## src/rtl/cr_huf_comp_sa_st_rd.sv

```systemverilog
// cr_huf_comp_sa_st_rd
// Symbol-assigner-side reader of the symbol-table code LUT. It waits for a
// ready table (or a pass-through block) and streams every LUT entry
// {symbol, code, length} downstream under valid/ready flow control, then
// pulses sa_st_read_done. A credit-controlled skid FIFO of depth RD_LAT+2
// absorbs the fixed LUT read latency without ever overflowing.
//
// Build option: define CR_HUF_COMP_SA_SKIP_ZERO_LEN_EN to drop returned words
// whose length is zero before they reach the FIFO, so only used symbols are
// emitted. Left undefined, all NUM_SYM entries are emitted.
module cr_huf_comp_sa_st_rd #(
    parameter int NUM_SYM = 286,
    parameter int AW      = 9,
    parameter int CODE_W  = 16,
    parameter int LEN_W   = 5,
    parameter int RD_LAT  = 2
) (
    input  logic                    clk,
    input  logic                    rst_n,
    input  logic                    sa_blk_start,
    input  logic                    st_rdy_to_sa,
    input  logic                    st_tbl_rdy,
    input  logic                    st_pass_thru,
    output logic                    lut_rd_en,
    output logic [AW-1:0]           lut_rd_addr,
    input  logic [CODE_W+LEN_W-1:0] lut_rd_data,
    output logic                    out_vld,
    input  logic                    out_rdy,
    output logic [AW-1:0]           out_sym,
    output logic [CODE_W-1:0]       out_code,
    output logic [LEN_W-1:0]        out_len,
    output logic                    sa_busy,
    output logic                    sa_st_read_done
);

    localparam int DEPTH = RD_LAT + 2;
    localparam int PTR_W = (DEPTH > 1) ? $clog2(DEPTH) : 1;
    localparam int CNT_W = $clog2(DEPTH + 1);
    localparam int ENT_W = AW + CODE_W + LEN_W;

    typedef enum logic [2:0] {
        IDLE,
        WAIT_TBL,
        READ,
        DRAIN,
        DONE
    } state_t;

    state_t            state;
    state_t            state_nxt;

    logic [AW-1:0]     rd_cnt;
    logic [CNT_W-1:0]  outst;
    logic [CNT_W-1:0]  fifo_cnt;
    logic [PTR_W-1:0]  wr_ptr;
    logic [PTR_W-1:0]  rd_ptr;
    logic [ENT_W-1:0]  fifo_mem [DEPTH];

    logic [RD_LAT-1:0] pipe_vld;
    logic [AW-1:0]     pipe_addr [RD_LAT];

    logic              credit_ok;
    logic              rd_last;
    logic              ret_vld;
    logic [AW-1:0]     ret_sym;
    logic [CODE_W-1:0] ret_code;
    logic [LEN_W-1:0]  ret_len;
    logic              push;
    logic              pop;
    logic [CNT_W:0]    credit_used;

    function automatic logic [PTR_W-1:0] ptr_inc(input logic [PTR_W-1:0] p);
        return (p == PTR_W'(DEPTH - 1)) ? '0 : p + PTR_W'(1);
    endfunction

    // A read may issue only while reads in flight plus buffered entries leave room in the FIFO.
    assign credit_used = {1'b0, outst} + {1'b0, fifo_cnt};
    assign credit_ok   = (credit_used < (CNT_W + 1)'(DEPTH));
    assign rd_last     = (rd_cnt == AW'(NUM_SYM - 1));

    assign ret_vld  = pipe_vld[RD_LAT-1];
    assign ret_sym  = pipe_addr[RD_LAT-1];
    assign ret_code = lut_rd_data[CODE_W-1:0];
    assign ret_len  = lut_rd_data[CODE_W+LEN_W-1:CODE_W];

`ifdef CR_HUF_COMP_SA_SKIP_ZERO_LEN_EN
    // Unused symbols never enter the FIFO; their credit returns via outst alone.
    assign push = ret_vld && (ret_len != '0);
`else
    assign push = ret_vld;
`endif

    assign pop     = out_vld && out_rdy;
    assign out_vld = (fifo_cnt != '0);
    assign {out_sym, out_code, out_len} = fifo_mem[rd_ptr];

    assign lut_rd_addr = rd_cnt;
    assign sa_busy     = (state != IDLE);

    // State register.
    // NOTE: sequential state is written with non-blocking assignments so every
    // flop samples pre-edge values regardless of process evaluation order.
    always_ff @(posedge clk or negedge rst_n) begin
        if (!rst_n) state <= IDLE;
        else        state <= state_nxt;
    end

    // Next-state decode and read strobe.
    // NOTE: every output of this block gets a default first, so no path can
    // leave a value unassigned and infer a latch.
    always_comb begin
        state_nxt = state;
        lut_rd_en = 1'b0;
        case (state)
            IDLE: begin
                if (sa_blk_start && st_rdy_to_sa) begin
                    if (st_pass_thru)    state_nxt = DONE;
                    else if (st_tbl_rdy) state_nxt = READ;
                    else                 state_nxt = WAIT_TBL;
                end
            end
            WAIT_TBL: begin
                if (st_tbl_rdy) state_nxt = READ;
            end
            READ: begin
                lut_rd_en = credit_ok;
                if (credit_ok && rd_last) state_nxt = DRAIN;
            end
            DRAIN: begin
                if (outst == '0 && fifo_cnt == '0) state_nxt = DONE;
            end
            DONE: begin
                state_nxt = IDLE;
            end
            default: begin
                state_nxt = IDLE;
            end
        endcase
    end

    // Read address counter: restarts at 0 for every block.
    always_ff @(posedge clk or negedge rst_n) begin
        if (!rst_n)                 rd_cnt <= '0;
        else if (state == IDLE)     rd_cnt <= '0;
        else if (lut_rd_en)         rd_cnt <= rd_cnt + AW'(1);
    end

    // Address tag pipe aligned with the LUT read latency.
    always_ff @(posedge clk or negedge rst_n) begin
        if (!rst_n) begin
            pipe_vld <= '0;
            for (int i = 0; i < RD_LAT; i++) pipe_addr[i] <= '0;
        end else begin
            pipe_vld[0]  <= lut_rd_en;
            pipe_addr[0] <= lut_rd_addr;
            for (int i = 1; i < RD_LAT; i++) begin
                pipe_vld[i]  <= pipe_vld[i-1];
                pipe_addr[i] <= pipe_addr[i-1];
            end
        end
    end

    // Reads in flight: up on issue, down when the word returns (kept or dropped).
    always_ff @(posedge clk or negedge rst_n) begin
        if (!rst_n) outst <= '0;
        else        outst <= outst + CNT_W'(lut_rd_en) - CNT_W'(ret_vld);
    end

    // Skid FIFO; push and pop in the same cycle leave the occupancy unchanged.
    // NOTE: the storage is reset as well, so the output fields read 0 out of
    // reset rather than whatever the flops powered up with.
    always_ff @(posedge clk or negedge rst_n) begin
        if (!rst_n) begin
            wr_ptr   <= '0;
            rd_ptr   <= '0;
            fifo_cnt <= '0;
            for (int i = 0; i < DEPTH; i++) fifo_mem[i] <= '0;
        end else begin
            if (push) begin
                fifo_mem[wr_ptr] <= {ret_sym, ret_code, ret_len};
                wr_ptr           <= ptr_inc(wr_ptr);
            end
            if (pop) rd_ptr <= ptr_inc(rd_ptr);
            if (push && !pop)      fifo_cnt <= fifo_cnt + CNT_W'(1);
            else if (!push && pop) fifo_cnt <= fifo_cnt - CNT_W'(1);
        end
    end

    // Done pulse: one cycle, following the single DONE state cycle.
    always_ff @(posedge clk or negedge rst_n) begin
        if (!rst_n) sa_st_read_done <= 1'b0;
        else        sa_st_read_done <= (state == DONE);
    end

    // The credit scheme guarantees the FIFO never overflows.
    a_no_overflow : assert property (@(posedge clk) disable iff (!rst_n)
        !(push && !pop && fifo_cnt == CNT_W'(DEPTH)));

endmodule

```

## config.mk

```make
export PLATFORM = sky130hd
export DESIGN_NAME = cr_huf_comp_sa_st_rd
export DESIGN_NICKNAME = d
export VERILOG_FILES = /design/src/rtl/cr_huf_comp_sa_st_rd.sv
export SDC_FILE = /design/constraint.sdc
export NUM_CORES = 1
export LEC_CHECK = 0
export BUFFER_PORTS_ARGS = -buffer_cell sky130_fd_sc_hd__buf_2
export CORE_AREA = 2 2 219 113
export CTS_CLUSTER_DIAMETER = 80
export DETAILED_ROUTE_END_ITERATION = 8
export DIE_AREA = 0 0 221 115
export GPL_ROUTABILITY_DRIVEN = 0
export MAX_ROUTING_LAYER = met4
export PLACE_DENSITY = 0.44
export REMOVE_ABC_BUFFERS = 1
export SYNTH_ARGS = -nofsm -noshare
export SYNTH_HDL_FRONTEND = slang
export SYNTH_SLANG_ARGS = --single-unit
```

## constraint.sdc

```tcl
create_clock -name clk -period 2.3 [get_ports clk]
set_clock_uncertainty 0.15 [all_clocks]
set_input_delay 0.345 -clock clk [delete_from_list [all_inputs] [get_ports clk]]
set_output_delay 0.345 -clock clk [all_outputs]
set_load 0.01 [all_outputs]
```

Word-level counts from Yosys, hierarchy flattened --
Index checks and enable logic that the tools add are counted.
Word-level totals: bits in registers 163, input bits 28, output and inout port bits 43, logic and storage cells 76
Operators by class: $add $sub $neg 8, $lt $le $gt $ge 4, eq/ne operators 11, multiplexer cells 20, bitwise operators 2, reduce and logical (&&, ||, !) cells 17
Operator list (number):
- bitwise mux 120 bit | 1
- two-way mux 30 bit | 3
- binary-select mux 30 bit (select 2 bit) | 1
- demux 30 bit (select 2 bit) | 1
- two-way mux 3 bit | 7
- two-way mux 9 bit | 2
- one-hot mux 3 bit (4 select lines) | 1
- adder 9 x 1 -> 9 bit, second input constant | 1
- equality test 9 bit, second input constant | 1
- logical NOT 3 bit | 3
- inequality test 2 bit, second input constant | 4
- logical AND 1 bit | 7
- equality test 3 x 2 -> 1 bit, second input constant | 2
- greater-or-equal comparator 3 bit, second input constant | 2
- two-way mux 2 bit | 3
- NOT 2 -> 3 bit | 2
- nonzero test 3 bit | 2
- adder 2 x 1 -> 2 bit, second input constant | 2
- adder 3 x 3 -> 4 bit | 1
- equality test 2 bit, second input constant | 2
- < comparator 4 x 3 -> 1 bit, second input constant | 1
- AND reduction 4 bit | 1
- nonzero test 2 bit | 2
- adder 3 x 1 -> 3 bit | 1
- other kinds (8) | 9

Depth between registers and ports, before layout --
depth after elaboration 6, depth in mapped cells 8, depth with buffers taken out 8

Worst setup path before layout --
OpenSTA, ideal clock, no wires.
path type register to register, start register outst[2], end register outst[1], setup time 0.135 ns, arrival time 2.121 ns, required time 2.015 ns, slack -0.107 ns, stages on the path, launching flop included 7, path buffers 1, clock period less this slack 2.407 ns, cells stage by stage dfrtp_1 -> ha_1 -> nor4b_4 -> and3_2 -> clkbuf_1 -> ha_1 -> fa_1
Between the ends: word-level cells in the longest chain between the ends 5
RTL lines:
- start: declaration | line 53 | logic [CNT_W-1:0] outst;
- start signal: assignment | line 166 | else outst <= outst + CNT_W'(lut_rd_en) - CNT_W'(ret_vld);
- adder 3 x 3 -> 4 bit | line 77 | assign credit_used = {1'b0, outst} + {1'b0, fifo_cnt};
- < comparator 4 x 3 -> 1 bit | line 78 | assign credit_ok = (credit_used < (CNT_W + 1)'(DEPTH));
- two-way mux 1 bit | line 114 | case (state)
- via lut_rd_en | line 24 | output logic lut_rd_en,
- adder 3 x 1 -> 3 bit | line 166
- subtractor 3 x 1 -> 3 bit | line 166
The timed path passes the listed nets, and every way through them passes these cells. A chain may end at the register's enable or synchronous reset.

Worst setup path after layout --
start register rd_ptr[0], end output out_sym[2]
Between the ends: word-level cells in the longest chain between the ends 4
RTL lines:
- start: declaration | line 56 | logic [PTR_W-1:0] rd_ptr;
- start signal: assignment | line 183 | if (pop) rd_ptr <= ptr_inc(rd_ptr);
- NOT 2 -> 3 bit (not written as such) | line 95 | assign {out_sym, out_code, out_len} = fifo_mem[rd_ptr];
- binary-select mux 30 bit (select 2 bit) | line 95
- two-way mux 30 bit (not written as such) (2 in series) | line 95
- end: declaration | line 29 | output logic [AW-1:0] out_sym,
Every way passes these cells. The select of a mux whose other input is x is not followed.

==> flow_summary.toml <==
[outcome]
status = "completed"

[place]
io_buffers = 70
pre_cts_ws_ns = 0.172
dp_hpwl_mm = 10.1

[power_and_ir_drop]
p_leak_nw = 3.91
ir_drop_v = 0.000511
power_per_cell_area_nw_per_um2 = 1330

[global_routing]
overflow = 0
grt.total_usage = 0.133
grt_max_degree = 55
grt_pass1_vias = 4196
antenna_found_initial = 0
grt_pass1_wl_mm = 24.3

[logic_synthesis]
synth-warning-count = 0
synthDistinctLibCells = 37
async_reset_ff_frac = 1.00
yosysSeqAreaShare = 0.587
synth-seq-cells = 163
synth_edf_count = 0
syn_inst = 441
netlist_area_um2 = 6940
synthFlopType = "dfrtp_1"
synth_area_per_cell_um2 = 15.7

[worst_hold_path]
hold_path_startpoint = "lut_rd_data[16]"
whs_endpoint = "fifo_mem[60]"
min_path_type = "in2reg"
hold_path_depth = 2

[timing]
fin_hold_ws_ns = 0.0357
slew_viol_final = 0
period_needed_ns = 2.29
worstMarginPinSlew_ns = 0.552
setup_tns_ns = 0
fin_crit_sh = 0.998
fmax_mhz = 436
fin_ws_ns = 0.00509
rsz0062_at_grt = "yes"
slew_headroom = 0.632
setup_violations = 0
finalHoldViolCount = 0

[floorplanning]
fp.dieW_um = 221
io_pins = 71
core-area_um2 = 23600
die_area_um2 = 25400
dieHeight_um = 115
rows = 40
initial_core_util = 0.295

[cells_and_area]
area_growth_pct = 23.9
final_layout_size_suffix_gt1_frac = 0.532
nNetsFinal = 580
multi_input_area_um2 = 2760
seqCellArea_um2 = 4080
layout_common_cells = "161 x dfrtp_1, 122 x mux2_2, 53 x buf_2"
diodes = 0
fill_cells = 2255
layout_commonest_cell = "dfrtp_1"

[worst_setup_path]
crit_path_max_incr_delay_ns = 0.58
worstSetupStartpointType = "flop"
cp.required_ns = 1.80
path_buf_inv = 2
reg2reg_depth = 8
cpMaxStageDelayCell = "mux4_2"
path_cells = "buf_12 -> mux4_2 -> buf_6"
path_max_fanout = 12
rrSetupSlack_ns = 0.13
critPathTopFamily = "multiplexers"
setup.worst_path.end_class = "output pin"
r2r_end = "outst[2]"
cp.arrival_ns = 1.80
path_class = "reg2out"
reg2reg_from = "fifo_cnt[1]"

[clock_network]
cts_buffer_depth = 2
numClockSinks = 163
clk_latency_ns = 0.44
cts-root-buf = "clkbuf_16"
cts_tree = "yes"
numCtsBuffers = 17
htreeDepth = 4
cts.clk_slew.worst_paths_ns = 0.06

[flow_run]
drv_cap = 0

[detailed_routing]
viasPerCell = 4.55
vias = 3941
first_pass_iters = 4
wl_per_cell_um = 17.5
drc = 0
drt.antenna.violating_nets = 0
drtIter0Drc = 169
routed_wl_mm = 15.1
==> kinds of logic after synthesis <==
family / share of synthesized area
compound gates: 0.0144
simple gates: 0.0413
fa+ha+maj: 0.0274
flops: 0.587
buf+inv: 0.0202
mux: 0.298
xor+xnor: 0.0114
==> state kept, by name (all words and copies together), names as in the netlist, 3 cells and up <==
signal       flops
outst            3
lut_rd_addr      9
pipe_addr        9
state            3
ret_sym          9
fifo_mem       120
fifo_cnt         3
==> routing by layer <==
layer,vias to the layer above,part of all wire,global-route usage,wire length [um]
met5,-,0,-,0
met1,2062,0.50,0.175,7500
met3,18,0.035,0.0411,526
li1,1805,-,-,-
met4,0,0.015,0.0492,221
met2,56,0.45,0.194,6890
==> synth_stat cells, types with 2 or more instances <==
master    instances  area [um2]
a21o_1            2        15.0
a21oi_1           3        15.0
a31oi_1           2        12.5
buf_2             4        20.0
clkbuf_1         17        63.8
dfrtp_1         163        4080
fa_1              2        40.0
ha_1             12         150
inv_1            11        41.3
mux2_2          122        1370
mux2i_1           2        20.0
mux4_2           30         676
nand2_1          16        60.1
nand3_1           3        15.0
nand4_1           3        18.8
nor2_1            8        30.0
nor3_1            5        25.0
nor3b_1           2        15.0
nor4_1            2        12.5
o211ai_1          2        15.0
o21ai_0           5        25.0
or3_1             3        18.8
xnor2_1           2        17.5
xor2_1            7        61.3
==> area by class of cell <==
class	instances	area share
clock inverter	11	0.0119
tap	315	0.0458
clock buffer	21	0.0535
inverter	11	0.00480
multi-input combinational	244	0.321
sequential	163	0.474
timing repair buffer	101	0.0884
==> per-stage QoR <==
stage / area [um2] / power [mW] / utilization / cells
floorplan: 6850 / 6.96 / - / 418
global placement: 7860 / 8.35 / 0.333 / 828
detailed placement: 7860 / 8.50 / 0.333 / 828
CTS: 8540 / 11.5 / 0.362 / 865
global route: 8600 / 12.3 / 0.365 / 866
finish: 8600 / 11.5 / 0.365 / 866
==> power breakdown <==
| part | internal, mW | total [mW] | switching [mW] | leakage (nW) |
|---|---|---|---|---|
| combinational | 2.51 | 4.29 | 1.78 | 1.59 |
| sequential | 3.88 | 4.44 | 0.567 | 2.04 |
| clock | 1.55 | 2.73 | 1.17 | 0.270 |
==> repair_timing <==
action | 4_1_cts | 5_1_grt
pin swaps | 2 | 2
hold buffers | 2 | 0
buffers inserted | 4 | 1
endpoints found under the hold margin | 52 | 0
setup endpoints to repair | 27 | 24
resized for setup | 11 | 10
==> how the worst max path moves through the flow <==
stage,startpoint,to,slack [ns],cells after the start
2_1_floorplan,rd_ptr[0],out_code[0],-0.23,1
3_5_place_dp,fifo_cnt[0],fifo_cnt[2],0.17,8
6_report,rd_ptr[0],out_sym[2],0.005,3
4_1_cts,rd_ptr[0],out_sym[2],-0.04,3
3_3_place_gp,fifo_cnt[0],fifo_cnt[2],0.18,8
5_1_grt,rd_ptr[0],out_code[8],-0.06,3
No activity file was read; power rests on OpenSTA's default activity.
